--- src/rtl/decode_queue.sv ---
// decode_queue: pre-decoding instruction FIFO between fetch and the D/E register.
// Define DECQ_ILLEGAL_CNT_EN to add the saturating illegal_cnt output.
module decode_queue #(
    parameter int DEPTH = 4,
    parameter int PC_W  = 32,
    parameter int CNT_W = $clog2(DEPTH) + 1
) (
    input  logic             clk,
    input  logic             reset,
    input  logic             flush,
    input  logic             in_valid,
    output logic             in_ready,
    input  logic [31:0]      in_instr,
    input  logic [PC_W-1:0]  in_pc,
    output logic             out_valid,
    input  logic             out_ready,
    output logic [31:0]      out_instr,
    output logic [PC_W-1:0]  out_pc,
    output logic [18:0]      out_dec,
    output logic             out_unknown,
    output logic [CNT_W-1:0] count
`ifdef DECQ_ILLEGAL_CNT_EN
    ,
    output logic [15:0]      illegal_cnt
`endif
);
    localparam int PTR_W = $clog2(DEPTH);
    // bgezalr shares REGIMM opcode 000001; its function code is fixed here.
    localparam logic [5:0] FUNC_BGEZALR = 6'b000000;

    logic [5:0] op, fn;
    logic nop, r_type;
    logic [18:0] dec;
    logic unk;

    assign op = in_instr[31:26];
    assign fn = in_instr[5:0];
    assign nop = in_instr == 32'h0;
    assign r_type = op == 6'b000000 && !nop;

    always_comb begin
        dec = '0;
        dec[0]  = nop;
        dec[1]  = r_type && fn == 6'b100001;
        dec[2]  = r_type && fn == 6'b100011;
        dec[3]  = op == 6'b001101;
        dec[4]  = op == 6'b001111;
        dec[5]  = op == 6'b100011;
        dec[6]  = op == 6'b101011;
        dec[7]  = op == 6'b000100;
        dec[8]  = op == 6'b000010;
        dec[9]  = op == 6'b000011;
        dec[10] = r_type && fn == 6'b001000;
        dec[11] = r_type && fn == 6'b001001;
        dec[12] = op == 6'b000111;
        dec[13] = op == 6'b100000;
        dec[14] = op == 6'b101000;
        dec[15] = op == 6'b101001;
        dec[16] = op == 6'b100001;
        dec[17] = op == 6'b000001 && fn == FUNC_BGEZALR;
        dec[18] = op == 6'b011100 && fn == 6'b100000;
    end

    assign unk = dec == '0;

    logic [31:0]      instr_q [DEPTH];
    logic [PC_W-1:0]  pc_q    [DEPTH];
    logic [18:0]      dec_q   [DEPTH];
    logic             unk_q   [DEPTH];
    logic [PTR_W-1:0] wr_ptr_q, wr_ptr_d, rd_ptr_q, rd_ptr_d;
    logic [CNT_W-1:0] count_q, count_d;
    logic full, empty, push, pop;

    assign full  = count_q == CNT_W'(DEPTH);
    assign empty = count_q == '0;
    assign push  = in_valid && !full;
    assign pop   = out_ready && !empty;

    always_comb begin
        wr_ptr_d = flush ? '0 : wr_ptr_q + PTR_W'(push);
        rd_ptr_d = flush ? '0 : rd_ptr_q + PTR_W'(pop);
        count_d  = flush ? '0 : count_q + CNT_W'(push) - CNT_W'(pop);
    end

    always_ff @(posedge clk) begin
        if (reset) begin
            wr_ptr_q <= '0;
            rd_ptr_q <= '0;
            count_q  <= '0;
        end else begin
            wr_ptr_q <= wr_ptr_d;
            rd_ptr_q <= rd_ptr_d;
            count_q  <= count_d;
        end
    end

    // Storage needs no reset: outputs are gated by out_valid.
    always_ff @(posedge clk) begin
        if (push && !flush && !reset) begin
            instr_q[wr_ptr_q] <= in_instr;
            pc_q[wr_ptr_q]    <= in_pc;
            dec_q[wr_ptr_q]   <= dec;
            unk_q[wr_ptr_q]   <= unk;
        end
    end

    assign in_ready    = !full;
    assign out_valid   = !empty;
    assign out_instr   = out_valid ? instr_q[rd_ptr_q] : '0;
    assign out_pc      = out_valid ? pc_q[rd_ptr_q] : '0;
    assign out_dec     = out_valid ? dec_q[rd_ptr_q] : '0;
    assign out_unknown = out_valid && unk_q[rd_ptr_q];
    assign count       = count_q;

`ifdef DECQ_ILLEGAL_CNT_EN
    logic [15:0] ill_q, ill_d;

    assign ill_d = (push && !flush && unk && ill_q != 16'hFFFF) ? ill_q + 16'd1 : ill_q;

    always_ff @(posedge clk) begin
        if (reset) ill_q <= '0;
        else ill_q <= ill_d;
    end

    assign illegal_cnt = ill_q;
`endif
endmodule

--- config.mk ---
export PLATFORM = sky130hd
export DESIGN_NAME = decode_queue
export DESIGN_NICKNAME = d
export VERILOG_FILES = /design/src/rtl/decode_queue.sv
export SDC_FILE = /design/constraint.sdc
export NUM_CORES = 1
export LEC_CHECK = 0
export CAP_MARGIN = 20
export CORE_ASPECT_RATIO = 1.75
export CORE_MARGIN = 2
export CORE_UTILIZATION = 25
export DETAILED_ROUTE_END_ITERATION = 16
export PLACE_DENSITY = 0.5
export SYNTH_ARGS = -nofsm -noshare
export SYNTH_HDL_FRONTEND = slang
export SYNTH_SLANG_ARGS = --single-unit
--- constraint.sdc ---
create_clock -name clk -period 14.3 [get_ports clk]
set_input_delay 2.86 -clock clk [delete_from_list [all_inputs] [get_ports clk]]
set_output_delay 2.86 -clock clk [all_outputs]
set_load 0.02 [all_outputs]
==> out/results.txt <==
Status: finished, final reports clean
Final Max Slew Viols: 0
RSZ-0062 raised after global routing: false
Total power: 2.18 mW
Hold/Removal Path Class: reg -> reg
Num CTS Buffers: 35
Crit-path max cell delay: 0.80 ns
Antenna Violating Nets Remaining: 0
Critical path cell sequence: buf_4 -> buf_4 -> mux4_2 -> and2_1 -> clkdlybuf4s50_1
Worst-Margin Slew: 1.11 ns
Net Sw Power: 0.478 mW
Num rows: 112
Final Setup Violations: 0
PD cells: 129 mW/mm2
Clock Skew: 0.0129 ns
Share of cells above drive strength 1: 0.195
DR vias: 6592
Setup repair bufs after CTS: 0
First-pass GRT wire length: 46900 um
GR Overflow Total: 0
Mapped Nets: 705
Mean routed wirelength per cell: 21.0 um
Placed cell area: 0.0158 mm2
Setup_tns: 0 ns
Fmax: 148 MHz
Ys Warns: 0
Cell area after synthesis: 0.0135 mm2
PortBufs: 157
Final instance area: 0.0169 mm2
Max-cap violation count: 0
Commonest cells after routing, fill and taps aside: edfxtp_1, clkdlybuf4s50_1, and2_1
Buf/Inv on CP: 3
Seq cells post-synth: 343
Total GRT Usage: 0.115
Post-CTS sizing: 0
Clock Sinks: 343
DIE WIDTH: 179 um
Clock share of power: 0.393
CTS tree: yes
Initial antenna violation count: 0
Lkg Pwr: 5.16 nW
Tcrit/Tclk final: 0.472
1st-pass router iterations: 4
CP top delay family: buffers and inverters
Max_slew headroom: 0.252
Core area: 0.0533 mm2
Crit path max-delay cell type: buf_4
HPWL Detailed: 19300 um
Synthesis-to-finish area growth: 25.4%
Die Ht: 311 um
Most used cell, CP: buf_4
Crit path arrival time: 3.89 ns
H-tree depth: 2
WP data required: 11.44 ns
Layout Cells excl Fill: 1514
Hold_ws: 0.574 ns
CTS root buf: clkbuf_16
Cell Int Power: 1.70 mW
DRC: 0
Logic pwr share: 0.094
Reg clk slew, reported paths: 0.06 ns
Worst setup SP type: flip-flop
Hold Buf Count CTS: 0
Final hold violations: 0
DP Cell Count: 1453
Register share of total power: 0.513
Vias in the first global route: 7134
Final nets: 881
Die footprint: 0.0558 mm2
DR vias/cell: 4.35
Seq/Total Area, Yosys: 0.760
CP Max Fanout: 40
Min cycle time layout: 6.75 ns
Antenna cells: 0
Pin count of the biggest net entering global routing: 87
DRT iter0 DRCs: 303
IO Count: 158
Mapped Cells: 631
CP endpoint kind: output port
WL final: 31800 um
Most common cell after layout, fill and taps aside: edfxtp_1
Synth cell types: 41
RePlAce Congestion: 0.675
Switching Fraction: 0.219
CTS Buffer Depth: 3
Synth Area per Inst: 21.3 um2
Crit Path Class: reg -> out
Clk_lat worst skew: 0.52 ns
VDD IR max: 0.0900 mV
Initial Util: 0.253
## layout make-up
cell class / count / area (um2)
fillers: 5208 / 36400
flip-flops and latches: 343 / 10200
multi-input cells: 253 / 3050
repair buffers: 169 / 1660
clock buffers: 45 / 923
well taps: 684 / 856
clock inverters: 15 / 130
inverters: 5 / 18.8
## through the flow
| step | setup slack, ns | utilization |
|---|---|---|
| floorplan | 4.31 | - |
| global placement | 7.81 | 0.297 |
| detailed placement | 7.75 | 0.297 |
| CTS | 7.29 | 0.317 |
| global route | 7.18 | 0.317 |
| finish | 7.55 | 0.317 |
## per-layer routing
| layer | part of all wire | global-route usage | vias up |
|---|---|---|---|
| li1 | - | - | 2912 |
| met1 | 0.37 | 0.130 | 3470 |
| met2 | 0.56 | 0.217 | 159 |
| met3 | 0.039 | 0.0178 | 51 |
| met4 | 0.026 | 0.0383 | 0 |
| met5 | 0 | 0 | - |
## final timing paths
check	depth (start not counted)	slack (ns)	from	end
min	2	0.57	count[2]	count[2]
max reg2reg	5	11.26	count[1]	dec_q[0][10]
max	5	7.55	rd_ptr_q[0]	out_dec[2]
min reg2reg	2	0.57	count[2]	count[2]
## state kept, by name (all words and copies together), names as in the netlist
signal	count
pc_q	128
instr_q	128
dec_q	76
unk_q	4
rd_ptr_q	2
wr_ptr_q	2
count	3
## cells by family after synthesis
| kind of cell | Yosys count | synth area share |
|---|---|---|
| xor gates and xnor gates | 4 | 0.00260 |
| buffers and inverters | 35 | 0.0152 |
| adders and majority gates | 5 | 0.00521 |
| muxes | 84 | 0.141 |
| DFF | 343 | 0.760 |
| and+or+nand+nor | 150 | 0.0707 |
| AOI/OAI and AO/OA | 10 | 0.00549 |
## cells in the mapped netlist (all sizes together)
cell type	n	share of area
edfxtp	336	0.75
and2	90	0.042
mux4	84	0.14
buf	19	0.011
clkbuf	11	0.0031
nor2	11	0.0031
nor4	10	0.0067
dfxtp	7	0.010
nand2	6	0.0017
inv	5	0.0014
nor3	5	0.0019
and3	4	0.0019
ha	4	0.0037
nand2b	4	0.0019
nor3b	4	0.0026
or3	4	0.0020
xnor2	4	0.0026
nand3b	3	0.0017
a211oi	2	0.0011
nor2b	2	0.00093
o21ai	2	0.00074
or4	2	0.0017
a211o	1	0.00065
a21bo	1	0.00074
a21boi	1	0.00056
a21oi	1	0.00037
a221oi	1	0.00065
fa	1	0.0015
nand3	1	0.00037
nand4	1	0.00047
o41ai	1	0.00065
or2	1	0.00065
or3b	1	0.00065
or4bb	1	0.00084
## power by group through the flow
| stage | clock, mW | sequential, mW | combinational (mW) |
|---|---|---|---|
| floorplan | 0 | 1.14 | 0.101 |
| global route | 0.932 | 1.12 | 0.222 |
| detailed placement | 0 | 1.14 | 0.212 |
| global placement | 0 | 1.14 | 0.211 |
| CTS | 0.896 | 1.12 | 0.213 |
| finish | 0.858 | 1.12 | 0.205 |
## tightest hold or removal path, delay by kind of cell, from the launching register on
kind             cells  cell delay [ns]
XOR/XNOR             1             0.15
AND/OR/NAND/NOR      1             0.05
flip-flops           1             0.34
No activity file was read; power rests on OpenSTA's default activity.
